[src/rtl/mc_controller_if.sv]
// mc_controller_if: control bus between the IR, memories, datapath and mc_controller
//   master: controller side (consumes opcode/funct/readies, drives strobes/selects/state)
//   slave : IR/memory/datapath side
interface mc_controller_if;
    logic [5:0] opcode;
    logic [5:0] funct;
    logic       imem_ready;
    logic       dmem_ready;
    logic       pc_write;
    logic       ir_write;
    logic       imem_read;
    logic       dmem_read;
    logic       dmem_write;
    logic       reg_write;
    logic [2:0] alu_control;
    logic       alu_src;
    logic [2:0] ext_control;
    logic [2:0] mem2reg;
    logic [1:0] reg_dst;
    logic [2:0] npc_control;
    logic [1:0] branch_type;
    logic       md_start;
    logic       md_busy;
    logic       illegal;
    logic [2:0] state;
    modport master (
        input  opcode, funct, imem_ready, dmem_ready,
        output pc_write, ir_write, imem_read, dmem_read, dmem_write, reg_write,
        output alu_control, alu_src, ext_control, mem2reg, reg_dst, npc_control, branch_type,
        output md_start, md_busy, illegal, state
    );
    modport slave (
        output opcode, funct, imem_ready, dmem_ready,
        input  pc_write, ir_write, imem_read, dmem_read, dmem_write, reg_write,
        input  alu_control, alu_src, ext_control, mem2reg, reg_dst, npc_control, branch_type,
        input  md_start, md_busy, illegal, state
    );
endinterface

[src/rtl/mc_controller.sv]
// mc_controller: multi-cycle MIPS control FSM (FETCH/DECODE/EXEC/MEM/WB/MD) with memory stalls
//   clk, rst_n : clock, asynchronous active-low reset
//   bus.master : opcode/funct/imem_ready/dmem_ready in; strobes, selects, md_start/md_busy,
//                illegal and debug state out (all outputs combinational from state + IR)
module mc_controller #(
    parameter int MD_EN      = 1,
    parameter int MD_LATENCY = 5,
    parameter int CNT_W      = 4
) (
    input  logic            clk,
    input  logic            rst_n,
    mc_controller_if.master bus
);
    typedef enum logic [2:0] {
        S_IDLE   = 3'd0,
        S_FETCH  = 3'd1,
        S_DECODE = 3'd2,
        S_EXEC   = 3'd3,
        S_MEM    = 3'd4,
        S_WB     = 3'd5,
        S_MD     = 3'd6
    } state_t;
    state_t           r_state, w_next;
    logic [CNT_W-1:0] r_cnt;
    logic [5:0] w_op, w_fn;
    logic w_r, w_md_en, w_sel;
    logic w_add, w_sub, w_xor, w_sll, w_jr, w_jalr, w_mult, w_div, w_mfhi, w_mflo;
    logic w_ori, w_addi, w_lui, w_lw, w_lb, w_sw, w_beq, w_bgtz, w_boez, w_j, w_jal;
    logic w_md, w_ld, w_br, w_legal, w_alu_src;
    logic [2:0] w_alu, w_ext, w_m2r, w_npc;
    logic [1:0] w_dst, w_bt;
    assign w_op    = bus.opcode;
    assign w_fn    = bus.funct;
    assign w_md_en = MD_EN != 0;
    assign w_r     = w_op == 6'b000000;
    assign w_add   = w_r && w_fn == 6'b100000;
    assign w_sub   = w_r && w_fn == 6'b100010;
    assign w_xor   = w_r && w_fn == 6'b100110;
    assign w_sll   = w_r && w_fn == 6'b000000;
    assign w_jr    = w_r && w_fn == 6'b001000;
    assign w_jalr  = w_r && w_fn == 6'b001001;
    assign w_mult  = w_md_en && w_r && w_fn == 6'b011000;
    assign w_div   = w_md_en && w_r && w_fn == 6'b011010;
    assign w_mfhi  = w_md_en && w_r && w_fn == 6'b010000;
    assign w_mflo  = w_md_en && w_r && w_fn == 6'b010010;
    assign w_ori   = w_op == 6'b001101;
    assign w_addi  = w_op == 6'b001000;
    assign w_lui   = w_op == 6'b001111;
    assign w_lw    = w_op == 6'b100011;
    assign w_lb    = w_op == 6'b100000;
    assign w_sw    = w_op == 6'b101011;
    assign w_beq   = w_op == 6'b000100;
    assign w_bgtz  = w_op == 6'b000111;
    assign w_boez  = w_op == 6'b101100;
    assign w_j     = w_op == 6'b000010;
    assign w_jal   = w_op == 6'b000011;
    assign w_md    = w_mult | w_div;
    assign w_ld    = w_lw | w_lb;
    assign w_br    = w_beq | w_bgtz | w_boez;
    assign w_legal = w_add | w_sub | w_xor | w_sll | w_jr | w_jalr | w_md | w_mfhi | w_mflo |
                     w_ori | w_addi | w_lui | w_ld | w_sw | w_br | w_j | w_jal;
    assign w_alu     = (w_sub | w_br) ? 3'b001 : w_xor ? 3'b010 : w_ori ? 3'b011 : w_sll ? 3'b100 : 3'b000;
    assign w_alu_src = w_ori | w_addi | w_lui | w_ld | w_sw;
    assign w_ext     = w_lui ? 3'b010 : (w_addi | w_ld | w_sw | w_br) ? 3'b001 : 3'b000;
    assign w_m2r     = w_lw ? 3'b001 : w_lui ? 3'b010 : (w_jal | w_jalr) ? 3'b011 :
                       w_lb ? 3'b100 : w_mfhi ? 3'b101 : w_mflo ? 3'b110 : 3'b000;
    assign w_dst     = w_jal ? 2'b10 : w_r ? 2'b01 : 2'b00;
    assign w_npc     = w_br ? 3'b001 : (w_j | w_jal) ? 3'b010 : (w_jr | w_jalr) ? 3'b100 : 3'b000;
    assign w_bt      = w_beq ? 2'b01 : w_bgtz ? 2'b10 : w_boez ? 2'b11 : 2'b00;
    // decoded selects are only presented once the IR holds the current instruction
    assign w_sel     = r_state != S_IDLE && r_state != S_FETCH;
    always_ff @(posedge clk or negedge rst_n) begin
        if (!rst_n) begin
            r_state <= S_IDLE;
            r_cnt   <= '0;
        end else begin
            r_state <= w_next;
            // countdown loaded with LATENCY-1 so that the exit cycle is the cycle counter==0
            if (r_state == S_EXEC && w_md)
                r_cnt <= CNT_W'(MD_LATENCY - 1);
            else if (r_state == S_MD && r_cnt != '0)
                r_cnt <= r_cnt - 1'b1;
        end
    end
    always_comb begin
        w_next          = r_state;
        bus.pc_write    = 1'b0;
        bus.ir_write    = 1'b0;
        bus.imem_read   = 1'b0;
        bus.dmem_read   = 1'b0;
        bus.dmem_write  = 1'b0;
        bus.reg_write   = 1'b0;
        bus.md_start    = 1'b0;
        bus.md_busy     = 1'b0;
        bus.illegal     = 1'b0;
        bus.npc_control = 3'b000;
        bus.alu_control = w_sel ? w_alu : 3'b000;
        bus.alu_src     = w_sel & w_alu_src;
        bus.ext_control = w_sel ? w_ext : 3'b000;
        bus.mem2reg     = w_sel ? w_m2r : 3'b000;
        bus.reg_dst     = w_sel ? w_dst : 2'b00;
        bus.branch_type = w_sel ? w_bt : 2'b00;
        bus.state       = r_state;
        case (r_state)
            S_IDLE: w_next = S_FETCH;
            S_FETCH: begin
                bus.imem_read = 1'b1;
                bus.ir_write  = bus.imem_ready;
                bus.pc_write  = bus.imem_ready;
                w_next        = bus.imem_ready ? S_DECODE : S_FETCH;
            end
            S_DECODE: begin
                bus.illegal = !w_legal;
                w_next      = w_legal ? S_EXEC : S_FETCH;
            end
            S_EXEC: begin
                bus.npc_control = w_npc;
                bus.pc_write    = w_br | w_j | w_jal | w_jr | w_jalr;
                bus.md_start    = w_md;
                w_next          = w_md ? S_MD : (w_ld | w_sw) ? S_MEM : (w_br | w_j | w_jr) ? S_FETCH : S_WB;
            end
            S_MEM: begin
                bus.dmem_read  = w_ld;
                bus.dmem_write = w_sw;
                w_next         = !bus.dmem_ready ? S_MEM : w_ld ? S_WB : S_FETCH;
            end
            S_WB: begin
                bus.reg_write = 1'b1;
                w_next        = S_FETCH;
            end
            S_MD: begin
                bus.md_busy = 1'b1;
                w_next      = r_cnt == '0 ? S_FETCH : S_MD;
            end
            default: w_next = S_IDLE;
        endcase
    end
endmodule

[src/flat_wrapper.sv]
// flat-port wrapper written by rule: the top's interface ports become plain ports
module mc_controller_flat 
#(
    parameter int MD_EN      = 1,
    parameter int MD_LATENCY = 5,
    parameter int CNT_W      = 4
)
  (clk, rst_n, bus_opcode, bus_funct, bus_imem_ready, bus_dmem_ready, bus_pc_write, bus_ir_write, bus_imem_read, bus_dmem_read, bus_dmem_write, bus_reg_write, bus_alu_control, bus_alu_src, bus_ext_control, bus_mem2reg, bus_reg_dst, bus_npc_control, bus_branch_type, bus_md_start, bus_md_busy, bus_illegal, bus_state);
  mc_controller_if bus_i ();
  input  logic clk;
  input  logic rst_n;
  input wire logic [$bits(bus_i.opcode)-1:0] bus_opcode;
  input wire logic [$bits(bus_i.funct)-1:0] bus_funct;
  input wire logic [$bits(bus_i.imem_ready)-1:0] bus_imem_ready;
  input wire logic [$bits(bus_i.dmem_ready)-1:0] bus_dmem_ready;
  output wire logic [$bits(bus_i.pc_write)-1:0] bus_pc_write;
  output wire logic [$bits(bus_i.ir_write)-1:0] bus_ir_write;
  output wire logic [$bits(bus_i.imem_read)-1:0] bus_imem_read;
  output wire logic [$bits(bus_i.dmem_read)-1:0] bus_dmem_read;
  output wire logic [$bits(bus_i.dmem_write)-1:0] bus_dmem_write;
  output wire logic [$bits(bus_i.reg_write)-1:0] bus_reg_write;
  output wire logic [$bits(bus_i.alu_control)-1:0] bus_alu_control;
  output wire logic [$bits(bus_i.alu_src)-1:0] bus_alu_src;
  output wire logic [$bits(bus_i.ext_control)-1:0] bus_ext_control;
  output wire logic [$bits(bus_i.mem2reg)-1:0] bus_mem2reg;
  output wire logic [$bits(bus_i.reg_dst)-1:0] bus_reg_dst;
  output wire logic [$bits(bus_i.npc_control)-1:0] bus_npc_control;
  output wire logic [$bits(bus_i.branch_type)-1:0] bus_branch_type;
  output wire logic [$bits(bus_i.md_start)-1:0] bus_md_start;
  output wire logic [$bits(bus_i.md_busy)-1:0] bus_md_busy;
  output wire logic [$bits(bus_i.illegal)-1:0] bus_illegal;
  output wire logic [$bits(bus_i.state)-1:0] bus_state;
  assign bus_i.opcode = bus_opcode;
  assign bus_i.funct = bus_funct;
  assign bus_i.imem_ready = bus_imem_ready;
  assign bus_i.dmem_ready = bus_dmem_ready;
  assign bus_pc_write = bus_i.pc_write;
  assign bus_ir_write = bus_i.ir_write;
  assign bus_imem_read = bus_i.imem_read;
  assign bus_dmem_read = bus_i.dmem_read;
  assign bus_dmem_write = bus_i.dmem_write;
  assign bus_reg_write = bus_i.reg_write;
  assign bus_alu_control = bus_i.alu_control;
  assign bus_alu_src = bus_i.alu_src;
  assign bus_ext_control = bus_i.ext_control;
  assign bus_mem2reg = bus_i.mem2reg;
  assign bus_reg_dst = bus_i.reg_dst;
  assign bus_npc_control = bus_i.npc_control;
  assign bus_branch_type = bus_i.branch_type;
  assign bus_md_start = bus_i.md_start;
  assign bus_md_busy = bus_i.md_busy;
  assign bus_illegal = bus_i.illegal;
  assign bus_state = bus_i.state;
  mc_controller #(.MD_EN(MD_EN), .MD_LATENCY(MD_LATENCY), .CNT_W(CNT_W)) u_core (.clk(clk), .rst_n(rst_n), .bus(bus_i));
endmodule
[config.mk]
export PLATFORM = sky130hd
export DESIGN_NAME = mc_controller_flat
export DESIGN_NICKNAME = d
export VERILOG_FILES = /design/src/rtl/mc_controller_if.sv /design/src/rtl/mc_controller.sv /design/src/flat_wrapper.sv
export SDC_FILE = /design/constraint.sdc
export NUM_CORES = 1
export LEC_CHECK = 0
export ABC_AREA = 1
export CORE_MARGIN = 3
export CORE_UTILIZATION = 38
export CTS_CLUSTER_DIAMETER = 30
export DETAILED_ROUTE_END_ITERATION = 12
export PLACE_DENSITY = 0.76
export SLEW_MARGIN = 20
export SYNTH_ARGS = -nofsm -noshare
export SYNTH_HDL_FRONTEND = slang
export SYNTH_SLANG_ARGS = --single-unit
[constraint.sdc]
create_clock -name clk -period 1.25 [get_ports clk]
set_input_delay 0.25 -clock clk [delete_from_list [all_inputs] [get_ports clk]]
set_output_delay 0.25 -clock clk [all_outputs]
set_load 0.01 [all_outputs]
==> results of run 1 <==
-- cells by family after synthesis --
| family | after synthesis | share of synthesized area [%] |
|---|---|---|
| and+or+nand+nor | 104 | 51.2 |
| buffers and inverters | 45 | 17.1 |
| AOI/OAI and AO/OA | 20 | 12.3 |
| DFF | 7 | 16.9 |
| xor gates and xnor gates | 1 | 0.848 |
| adders and majority gates | 1 | 1.21 |
| other | 1 | 0.363 |
-- stage by stage --
| step | hold WS [ns] | instances | setup WS (ns) |
|---|---|---|---|
| 4_1_cts | 0.257 | 326 | -0.402 |
| 3_5_place_dp | 0.547 | 297 | -1.31 |
| 3_3_place_gp | 0.533 | 297 | -1.22 |
| 2_1_floorplan | -0.0456 | 179 | -0.0613 |
-- repair_timing --
item | in CTS
resized for setup | 252
setup endpoints to repair | 35
endpoints found under the hold margin | 0
pin swaps | 42
buffers inserted | 27
cloned | 0
==> flow_metrics.tcl, run 1 <==
set metrics [dict create \
    postCtsHoldBufs 0 \
    tritoncts_num_sinks 7 \
    synthArstFlopShare_pct 100 \
    cts_buffers 3 \
    cts-root-to-sink-buffers 2 \
    synth-seq-area-share_pct 16.9 \
    port_buffers 43 \
    cts_root_buf "clkbuf_4" \
    post_synth.cell_area_avg_um2 5.77 \
    flow.stopped_at "global routing (5_1_grt)" \
    synth-warning-count 0 \
    cts_htree_levels 1 \
    place_congestion 0.823 \
    postSynthRegisterBits 7 \
    synth_flop_type "dfrtp_1" \
    status "aborted with a tool error" \
    grt_start_max_net_pins 13 \
    synthCells 179 \
    synth_edf_count 0 \
    worst_endpoint "bus_illegal" \
    synth.cell_area_um2 1030 \
    error "[ERROR DPL-0038] Utilization greater than 100%, impossible to legalize" \
    die-width_um 58.2 \
    yosysTopAreaCellShare_pct 16.9 \
    synthesis.nets 196 \
    chipHeight_um 58.2 \
    placed_inst_area_um2 1940 \
    synth.lib_cells_used.distinct 30 \
    yosysTopAreaCell "dfrtp_1" \
    dp.final_hpwl_mm 3.20 \
    core_rows 18 \
    initial_cell_density_of_the_core_pct 41.0 \
    floorplan.io_pins 45 \
    worst-endpoint-pin-kind "output port" \
    yosys.cell_count.top_type "inv_1" \
    synth_top_cells_by_count "38 x inv_1, 36 x nor2_1, 24 x nand2_1" \
    post_synth_main_area_contributors "dfrtp_1 17%, inv_1 14%, nor2_1 13%, nand3_1 9.2%, nand2_1 8.7%" \
]
==> run 2: changes to the inputs <==
Settings changed: CORE_AREA set to 3 3 64 66, CORE_MARGIN 3 to unset, CORE_UTILIZATION 38 to unset, CTS_CLUSTER_DIAMETER 30 to unset, DIE_AREA set to 0 0 67 69, PLACE_DENSITY 0.76 to unset, PLACE_DENSITY_LB_ADDON set to 0.15.
Clock period 1.25 ns to 1.6 ns, I/O delays scaled along.
==> flow_metrics.tcl, run 2 <==
set metrics [dict create \
    fin_cells 331 \
    largest_reg_flops 4 \
    criticalPathCategory "primary input to primary output" \
    dp.final_hpwl_mm 2.71 \
    final_period_minus_worst_setup_slack_ns 1.82 \
    finalWorstSetupSlack_ns -0.223 \
    setup_violations 17 \
    synth_flop_type "dfrtp_1" \
    hp-class "primary input to asynchronous set/reset pin" \
    cts_tree "built" \
    drc 0 \
    cts-root-to-sink-buffers 2 \
    die_area_um2 4620 \
    grt_use_total_pct 17.0 \
    final_util_pct 63.0 \
    crit_path_start_kind "primary input" \
    floorplan.io_pins 45 \
    port_buffers 43 \
    synthCells 179 \
    timing.critical_path.to_type "primary output" \
    numPlacedInstances 312 \
    regToRegEndpoint "u_core.r_cnt[3]" \
    route.antenna.remaining_nets 0 \
    synth_area_in_adders_pct 1.21 \
    regToRegSetupSlack_ns 0.08 \
    synth_top_family_by_area "simple AND/OR/NAND/NOR gates" \
    register_name_with_the_most_flops "u_core.r_cnt" \
    core_rows 22 \
    area_growth_pct 121 \
    chipHeight_um 69 \
    final_min_period_over_clock_period_pct 114 \
    max_cap_viol_count 0 \
    final_common_cell "buf_4" \
    place_congestion 0.911 \
    postSynthRegisterBits 7 \
    die-width_um 67 \
    core_region_area_um2 3630 \
    finalMaxSlewViolations 0 \
    synth-warning-count 0 \
    postCtsHoldBufs 0 \
    rr_worst_depth 11 \
    tritoncts_num_sinks 7 \
    synth_compound_gate_area_share_pct 12.3 \
    yosys-mux-area-fraction_pct 0 \
    vias 1520 \
    clock_skew_ns 0.0100 \
    number_of_antenna_violations_at_the_first_check_in_global_routing 0 \
    antenna_cells_inserted 0 \
    finalInstanceArea_um2 2290 \
    leakage_nw 1.15 \
    synth_xor_xnor_area_share_pct 0.847 \
    first_global_vias 1457 \
    detail_route.wl_per_cell_um 12.0 \
    post_synth.cell_area_avg_um2 5.77 \
    detail_route.iter0.violations 47 \
    violations "setup timing" \
    synth.lib_cells_used.distinct 30 \
    power.density_nw_per_um2 873 \
    layout-drive-gt1-share_pct 64.0 \
    grt_setup_unrepaired "yes" \
    worst_r2r_startpoint "u_core.bus.state[0]" \
    status "finished with violations" \
    synthesis.nets 196 \
    finish.net_count 301 \
    cts_root_buf "clkbuf_8" \
    synth_top_cells_by_count "38 x inv_1, 36 x nor2_1, 24 x nand2_1" \
    drt-pass1-iter-count 5 \
    cts_buffers 3 \
    initial_cell_density_of_the_core_pct 28.4 \
    yosysTopAreaCellShare_pct 16.9 \
    routed_via_density 4.59 \
    max-vdd-ir-drop_v 0.000409 \
    final-hold-violation-count 0 \
    clkLatencyLatePin_ns 0.24 \
    critical_path_arrival_ns 1.50 \
    post_synth_and_or_nand_nor_area_fraction_pct 51.2 \
    post_synth_main_area_contributors "dfrtp_1 17%, inv_1 14%, nor2_1 13%, nand3_1 9.2%, nand2_1 8.7%" \
    cts.reportedPaths.clkPinSlew_ns 0.05 \
    grt_start_max_net_pins 13 \
    synth.cell_area_um2 1030 \
    aggregate_routed_wire_length_mm 3.99 \
    most-common-layout-cells "44 x buf_4, 25 x inv_1, 21 x buf_2, 21 x buf_6, 19 x nor2_4" \
    critical_path.max_fanout 7 \
    synth_edf_count 0 \
    yosysTopAreaCell "dfrtp_1" \
    global_route_wire_length_before_repair_mm 6.42 \
    gr-total-overflow 0 \
    worst-endpoint-required_ns 1.28 \
    synth-seq-area-share_pct 16.9 \
    synthArstFlopShare_pct 100 \
    cts_htree_levels 1 \
    clock.fmax_mhz 549 \
    yosys.cell_count.top_type "inv_1" \
    placed_inst_area_um2 1850 \
]
-- run 2: cell counts after synthesis --
Identical to the previous run, type by type.
-- run 2: what timing repair did --
item                       CTS  global route
setup endpoints to repair   33            30
pin swaps                   34            15
hold endpoints to repair     0             0
buffers inserted            13             2
resized for setup          215            41
gates cloned                 0             0
-- run 2: worst max-delay path, stage by stage --
cell and delay [ns]:
buf_8 0.10, nor2_4 0.15, buf_6 0.13, nand3_4 0.15, inv_4 0.14, nand3_4 0.12
nand2_4 0.09, nor2_4 0.04, nand3_2 0.08, nor2_2 0.04, buf_2 0.13
-- run 2: layout make-up --
| class | count | area (µm²) |
|---|---|---|
| fill | 336 | 1350 |
| multi-input combinational | 127 | 978 |
| timing repair buffer | 103 | 862 |
| sequential | 7 | 176 |
| inverter | 42 | 165 |
| tap | 48 | 60.1 |
| clock buffer | 3 | 41.3 |
| clock inverter | 1 | 5.00 |
-- run 2: through the flow --
| step | hold slack, ns | worst slack, ns | total power, W | setup TNS (ns) |
|---|---|---|---|---|
| 2_1_floorplan | 0.0244 | 0.0529 | 0.000790 | 0 |
| 3_3_place_gp | 0.486 | -0.986 | 0.00136 | -19.97 |
| 3_5_place_dp | 0.497 | -0.987 | 0.00137 | -20.03 |
| 4_1_cts | 0.351 | -0.183 | 0.00177 | -1.61 |
| 5_1_grt | 0.372 | -0.298 | 0.00216 | -3.68 |
| 6_report | 0.346 | -0.223 | 0.00200 | -2.22 |
-- run 2: power breakdown --
part,internal [W],switching (W)
registers,0.000253,0.0000972
clock network,0.000170,0.0000893
logic,0.000677,0.000712
-- run 2: logic make-up (layout without fill, tap and decap cells) --
group | Yosys count | after routing
xor+xnor | 1 | 1
buf+inv | 45 | 149
simple gates | 104 | 104
fa+ha+maj | 1 | 1
flops | 7 | 7
compound gates | 20 | 20
other cells | 1 | 1
-- run 2: how the worst max path moves through the flow --
stage | start | to | slack (ns)
2_1_floorplan | u_core.bus.state[2] | bus_pc_write | 0.05
6_report | bus_opcode[0] | bus_illegal | -0.22
3_3_place_gp | bus_opcode[0] | bus_illegal | -0.99
3_5_place_dp | bus_opcode[2] | bus_illegal | -0.99
5_1_grt | bus_opcode[0] | bus_alu_control[1] | -0.30
4_1_cts | bus_opcode[1] | bus_illegal | -0.18
-- run 2: per-layer routing --
layer | track usage [%] | share of wire [%] | vias up
li1 | - | - | 777
met1 | 22.9 | 41 | 683
met4 | 3.60 | 0.98 | 0
met2 | 28.1 | 51 | 56
met5 | 0 | 0 | -
met3 | 2.77 | 6.4 | 4
(Power assumes the default switching activity.)
==> run 3: changes to the inputs <==
==> constraint.sdc (replaced) <==
create_clock -name clk -period 1.6 [get_ports clk]
set_input_delay 0.24 -clock clk [delete_from_list [all_inputs] [get_ports clk]]
set_output_delay 0.24 -clock clk [all_outputs]
set_load 0.01 [all_outputs]
==> flow_metrics.tcl, run 3 (synthesis gave the netlist of run 2 again) <==
set metrics [dict create \
    finalWorstSetupSlack_ns -0.000127 \
    max_cap_viol_count 0 \
    drt-pass1-iter-count 4 \
    hp-class "primary input to asynchronous set/reset pin" \
    violations "setup timing" \
    layout.filler_cells 353 \
    antenna_cells_inserted 0 \
    number_of_antenna_violations_at_the_first_check_in_global_routing 0 \
    final_min_period_over_clock_period_pct 100 \
    max-vdd-ir-drop_v 0.000462 \
    gr-total-overflow 0 \
    rr_worst_depth 10 \
    crit_path_start_kind "flop" \
    timing.critical_path.to_type "primary output" \
    chipHeight_um 69 \
    clock_skew_ns 0.00159 \
    grt_use_met1_pct 20.9 \
    drc 0 \
    die-width_um 67 \
    final_period_minus_worst_setup_slack_ns 1.60 \
    initial_cell_density_of_the_core_pct 28.4 \
    first_global_vias 1384 \
    cts_buffers 3 \
    power.total_w 0.00186 \
    setup_violations 1 \
    route.antenna.remaining_nets 0 \
    grt.met2_usage_pct 26.1 \
    detail_route.wl_per_cell_um 11.0 \
    most_congested_layer_reported_by_global_routing "met2" \
    criticalPathCategory "flop to primary output" \
    switching_share_pct 43.4 \
    place_congestion 0.850 \
    total_switching_power_w 0.000807 \
    cts_htree_levels 1 \
    cts_tree "built" \
    largest_reg_flops 4 \
    aggregate_routed_wire_length_mm 3.61 \
    grt_use_total_pct 15.9 \
    register_name_with_the_most_flops "u_core.r_cnt" \
    worst_r2r_startpoint "u_core.bus.state[0]" \
    power.density_nw_per_um2 855 \
    clkLatencyLatePin_ns 0.23 \
    clock.fmax_mhz 625 \
    regToRegEndpoint "u_core.r_cnt[3]" \
    finish.net_count 298 \
    grt_util_met3_pct 1.95 \
    layout-drive-gt1-share_pct 57.5 \
    seq_power_share_pct 17.1 \
    critical_path.max_fanout 2 \
    power.internal_w 0.00105 \
    core_region_area_um2 3630 \
    p_comb_share_pct 69.5 \
    cts_root_buf "clkbuf_8" \
    final_common_cell "buf_4" \
    routed_via_density 4.53 \
    clock_power_share_pct 13.4 \
    area_growth_pct 111 \
    cts-root-to-sink-buffers 2 \
    port_buffers 43 \
    grt_start_max_net_pins 13 \
    vias 1486 \
    leakage_nw 1.13 \
    detail_route.iter0.violations 44 \
    final_util_pct 59.9 \
    finalMaxSlewViolations 0 \
    tritoncts_num_sinks 7 \
    most-common-layout-cells "51 x buf_4, 30 x inv_1, 21 x nor2_4" \
    dp.final_hpwl_mm 2.69 \
    critical_path_arrival_ns 1.36 \
    worst-endpoint-required_ns 1.36 \
    core_rows 22 \
    final-hold-violation-count 0 \
    cts.reportedPaths.clkPinSlew_ns 0.04 \
    grt_setup_unrepaired "yes" \
    regToRegSetupSlack_ns 0.10 \
    global_route_wire_length_before_repair_mm 5.89 \
    status "finished with violations" \
    floorplan.io_pins 45 \
    die_area_um2 4620 \
]
==> run 3: cell types whose count changed in the layout (fill, tap and decap cells not counted), sizes merged <==
cell	before	now
clkdlybuf4s50	3	5
clkbuf	3	9
clkinv	1	0
dlygate4sd2	3	7
buf	89	81
clkdlybuf4s15	7	1
==> run 3: worst max-delay path by stage <==
stage                   startpoint            to  slack, ns  depth (start not counted)
6_report       u_core.bus.state[2]  bus_pc_write    -0.0001                          8
3_3_place_gp         bus_opcode[0]   bus_illegal      -0.85                         11
2_1_floorplan  u_core.bus.state[2]  bus_pc_write       0.07                          6
5_1_grt        u_core.bus.state[2]  bus_pc_write      -0.10                          8
3_5_place_dp         bus_opcode[2]   bus_illegal      -0.84                         10
4_1_cts        u_core.bus.state[2]  bus_pc_write      -0.11                          8
==> run 3: repair_timing <==
action                                  4_1_cts  5_1_grt
pin swaps                                    27       27
endpoints found under the setup margin       29       27
buffers inserted                             10        5
cloned                                        0        0
gates resized for setup                     150       68
hold buffers                                  0        0
==> run 3: final cells by class <==
| class | instances | area [µm²] | area share (%) |
|---|---|---|---|
| Clock buffer | 4 | 45.0 | 2.07 |
| Timing Repair Buffer | 100 | 795 | 36.5 |
| Multi-Input combinational cell | 127 | 937 | 43.0 |
| Sequential cell | 7 | 175 | 8.05 |
| Tap cell | 48 | 60.1 | 2.76 |
| Inverter | 42 | 165 | 7.59 |
==> run 3: critical path: stages, from the launching register on <==
cell and delay [ns]:
dfrtp_1 0.38, buf_6 0.13, nor2_4 0.09, inv_2 0.06, nor2_4 0.12, nand2_2 0.07
buf_6 0.12, o21ai_2 0.04, buf_2 0.14
==> run 3: power groups by stage <==
| stage | combinational (W) | clock [W] | sequential (W) |
|---|---|---|---|
| 2_1_floorplan | 0.000453 | 0 | 0.000329 |
| 4_1_cts | 0.00114 | 0.000256 | 0.000300 |
| 3_5_place_dp | 0.00106 | 0 | 0.000308 |
| 6_report | 0.00129 | 0.000249 | 0.000319 |
| 3_3_place_gp | 0.00105 | 0 | 0.000308 |
| 5_1_grt | 0.00141 | 0.000273 | 0.000331 |
==> run 3: metrics by stage <==
stage	TNS [ns]	cell area, µm²	hold slack (ns)	setup WS [ns]	instances
3_5_place_dp	-15.84	1820	0.499	-0.842	309
3_3_place_gp	-15.85	1820	0.492	-0.847	309
2_1_floorplan	0	1030	-0.0556	0.0658	179
4_1_cts	-0.474	2000	0.280	-0.106	323
6_report	-0.000127	2180	0.274	-0.000127	328
5_1_grt	-0.841	2180	0.300	-0.102	328
==> run 3: layer usage <==
layer  wire length [µm]  share of wire, %
met5                  0                 0
met2               1760                49
met3                201               5.6
met1               1570                44
met4                 76               2.1
==> run 4: changes to the inputs <==
Settings changed: DONT_BUFFER_PORTS set to 1, HOLD_SLACK_MARGIN set to 0.05.
==> flow_metrics.tcl, run 4 (synthesis gave the netlist of run 2 again) <==
set metrics [dict create \
    status "completed" \
    clock_power_share_pct 18.7 \
    grt_start_max_net_pins 13 \
    final_util_pct 34.7 \
    setup_violations 0 \
    regToRegSetupSlack_ns 0.16 \
    power.total_w 0.00138 \
    drc 0 \
    most-common-layout-cells "37 x inv_1, 30 x nor2_1, 23 x nand2_1" \
    finish.net_count 208 \
    area_growth_pct 21.9 \
    floorplan.io_pins 45 \
    number_of_antenna_violations_at_the_first_check_in_global_routing 0 \
    leakage_nw 0.620 \
    hp-class "primary input to flop" \
    place_ws_ns 0.0934 \
    power.internal_w 0.000725 \
    switching_share_pct 47.4 \
    seq_power_share_pct 24.8 \
    max_cap_viol_count 0 \
    min-delay-start "bus_imem_ready" \
    worst-endpoint-required_ns 1.36 \
    place_congestion 0.818 \
    final-hold-violation-count 0 \
    worst_r2r_startpoint "u_core.r_cnt[0]" \
    core_region_area_um2 3630 \
    detail_route.iter0.violations 48 \
    tritoncts_num_sinks 7 \
    cts_tree "built" \
    die-width_um 67 \
    chipHeight_um 69 \
    crit_path_start_kind "flop" \
    cts_root_buf "clkbuf_8" \
    detail_route.wl_per_cell_um 13.1 \
    finalHoldWorstSlack_ns 0.260 \
    cts-root-to-sink-buffers 2 \
    drt-pass1-iter-count 4 \
    grt_use_total_pct 13.7 \
    final_min_period_over_clock_period_pct 94.8 \
    regToRegEndpoint "u_core.r_cnt[2]" \
    finalMaxSlewViolations 0 \
    p_comb_share_pct 56.5 \
    gr-total-overflow 0 \
    max-vdd-ir-drop_v 0.000310 \
    clock.fmax_mhz 659 \
    timing.critical_path.to_type "primary output" \
    routed_via_density 4.81 \
    final_common_cell "inv_1" \
    rr_worst_depth 7 \
    dp.final_hpwl_mm 2.60 \
    critical_path.max_fanout 7 \
    power.density_nw_per_um2 1090 \
    antenna_cells_inserted 0 \
    cts_htree_levels 1 \
    finalWorstSetupSlack_ns 0.0831 \
    layout-drive-gt1-share_pct 26.3 \
    clkLatencyLatePin_ns 0.23 \
    largest_reg_flops 4 \
    clock_skew_ns 0.000792 \
    worstHoldPathCells 4 \
    placed_inst_area_um2 1120 \
    cts_buffers 3 \
    initial_cell_density_of_the_core_pct 28.4 \
    port_buffers 0 \
    route.antenna.remaining_nets 0 \
    worstHoldEndpoint "u_core.bus.state[1]" \
    finalInstanceArea_um2 1260 \
    critical_path_arrival_ns 1.28 \
    criticalPathCategory "flop to primary output" \
    core_rows 22 \
    die_area_um2 4620 \
    cts.reportedPaths.clkPinSlew_ns 0.04 \
    grt_setup_unrepaired "yes" \
    total_switching_power_w 0.000653 \
    aggregate_routed_wire_length_mm 3.11 \
    vias 1145 \
    final_period_minus_worst_setup_slack_ns 1.52 \
    first_global_vias 1128 \
    register_name_with_the_most_flops "u_core.r_cnt" \
    global_route_wire_length_before_repair_mm 4.97 \
]
==> run 4: cell types whose count changed in the layout (fill, tap and decap cells not counted), moves of 5 or more <==
cell	delta
nor2_1	+11
dlygate4sd2_1	-7
clkbuf_2	-5
nand2_2	-8
clkdlybuf4s50_1	-5
nor2_4	-12
buf_2	-15
buf_6	-13
buf_4	-42
inv_1	+7
nand2_1	+9
==> run 4: cell type report <==
type / count / area [µm²]
clock buffers: 4 / 45.0
fillers: 436 / 2370
inverters: 42 / 158
multi-input cells: 127 / 742
flip-flops and latches: 7 / 178
well taps: 48 / 60.1
repair buffers: 10 / 77.6
==> run 4: power groups by stage <==
stage          combinational [W]  clock, W  sequential, W
4_1_cts                 0.000669  0.000264       0.000352
2_1_floorplan           0.000453         0       0.000329
5_1_grt                 0.000881  0.000273       0.000356
3_5_place_dp            0.000638         0       0.000344
6_report                0.000780  0.000258       0.000342
3_3_place_gp            0.000624         0       0.000340
==> run 4: per-stage QoR <==
stage / setup TNS [ns] / cells
3_5_place_dp: 0 / 230
5_1_grt: -0.0174 / 238
2_1_floorplan: 0 / 179
4_1_cts: 0 / 235
3_3_place_gp: 0 / 230
6_report: 0 / 238
==> run 4: worst max path at each step <==
stage	endpoint	from	slack, ns
finish	bus_illegal	u_core.bus.state[2]	0.08
global route	bus_ir_write	u_core.bus.state[1]	-0.01
CTS	bus_pc_write	u_core.bus.state[2]	0.02
detailed placement	bus_illegal	bus_opcode[3]	0.09
global placement	bus_illegal	bus_opcode[3]	0.09
floorplan	bus_pc_write	u_core.bus.state[2]	0.07
==> run 4: critical path: stages (launching register included) <==
cell and delay, ns:
dfrtp_2 0.43, buf_4 0.18, nor3_2 0.23, inv_1 0.10
nor2_4 0.11
==> run 4: what timing repair did <==
item	in CTS	in global routing
resized for setup	8	11
setup endpoints to repair	8	11
hold endpoints to repair	7	0
hold buffers	1	0
buffers inserted	0	3
pin swaps	0	1
==> run 4: routing by layer <==
layer | up-vias | share of wire, % | wire (µm) | global-route usage (%)
met2 | 40 | 45 | 1390 | 21.2
met1 | 517 | 47 | 1450 | 18.3
li1 | 583 | - | - | -
met5 | - | 0 | 0 | 0
met4 | 0 | 1.2 | 36 | 4.05
met3 | 5 | 7.5 | 233 | 3.58
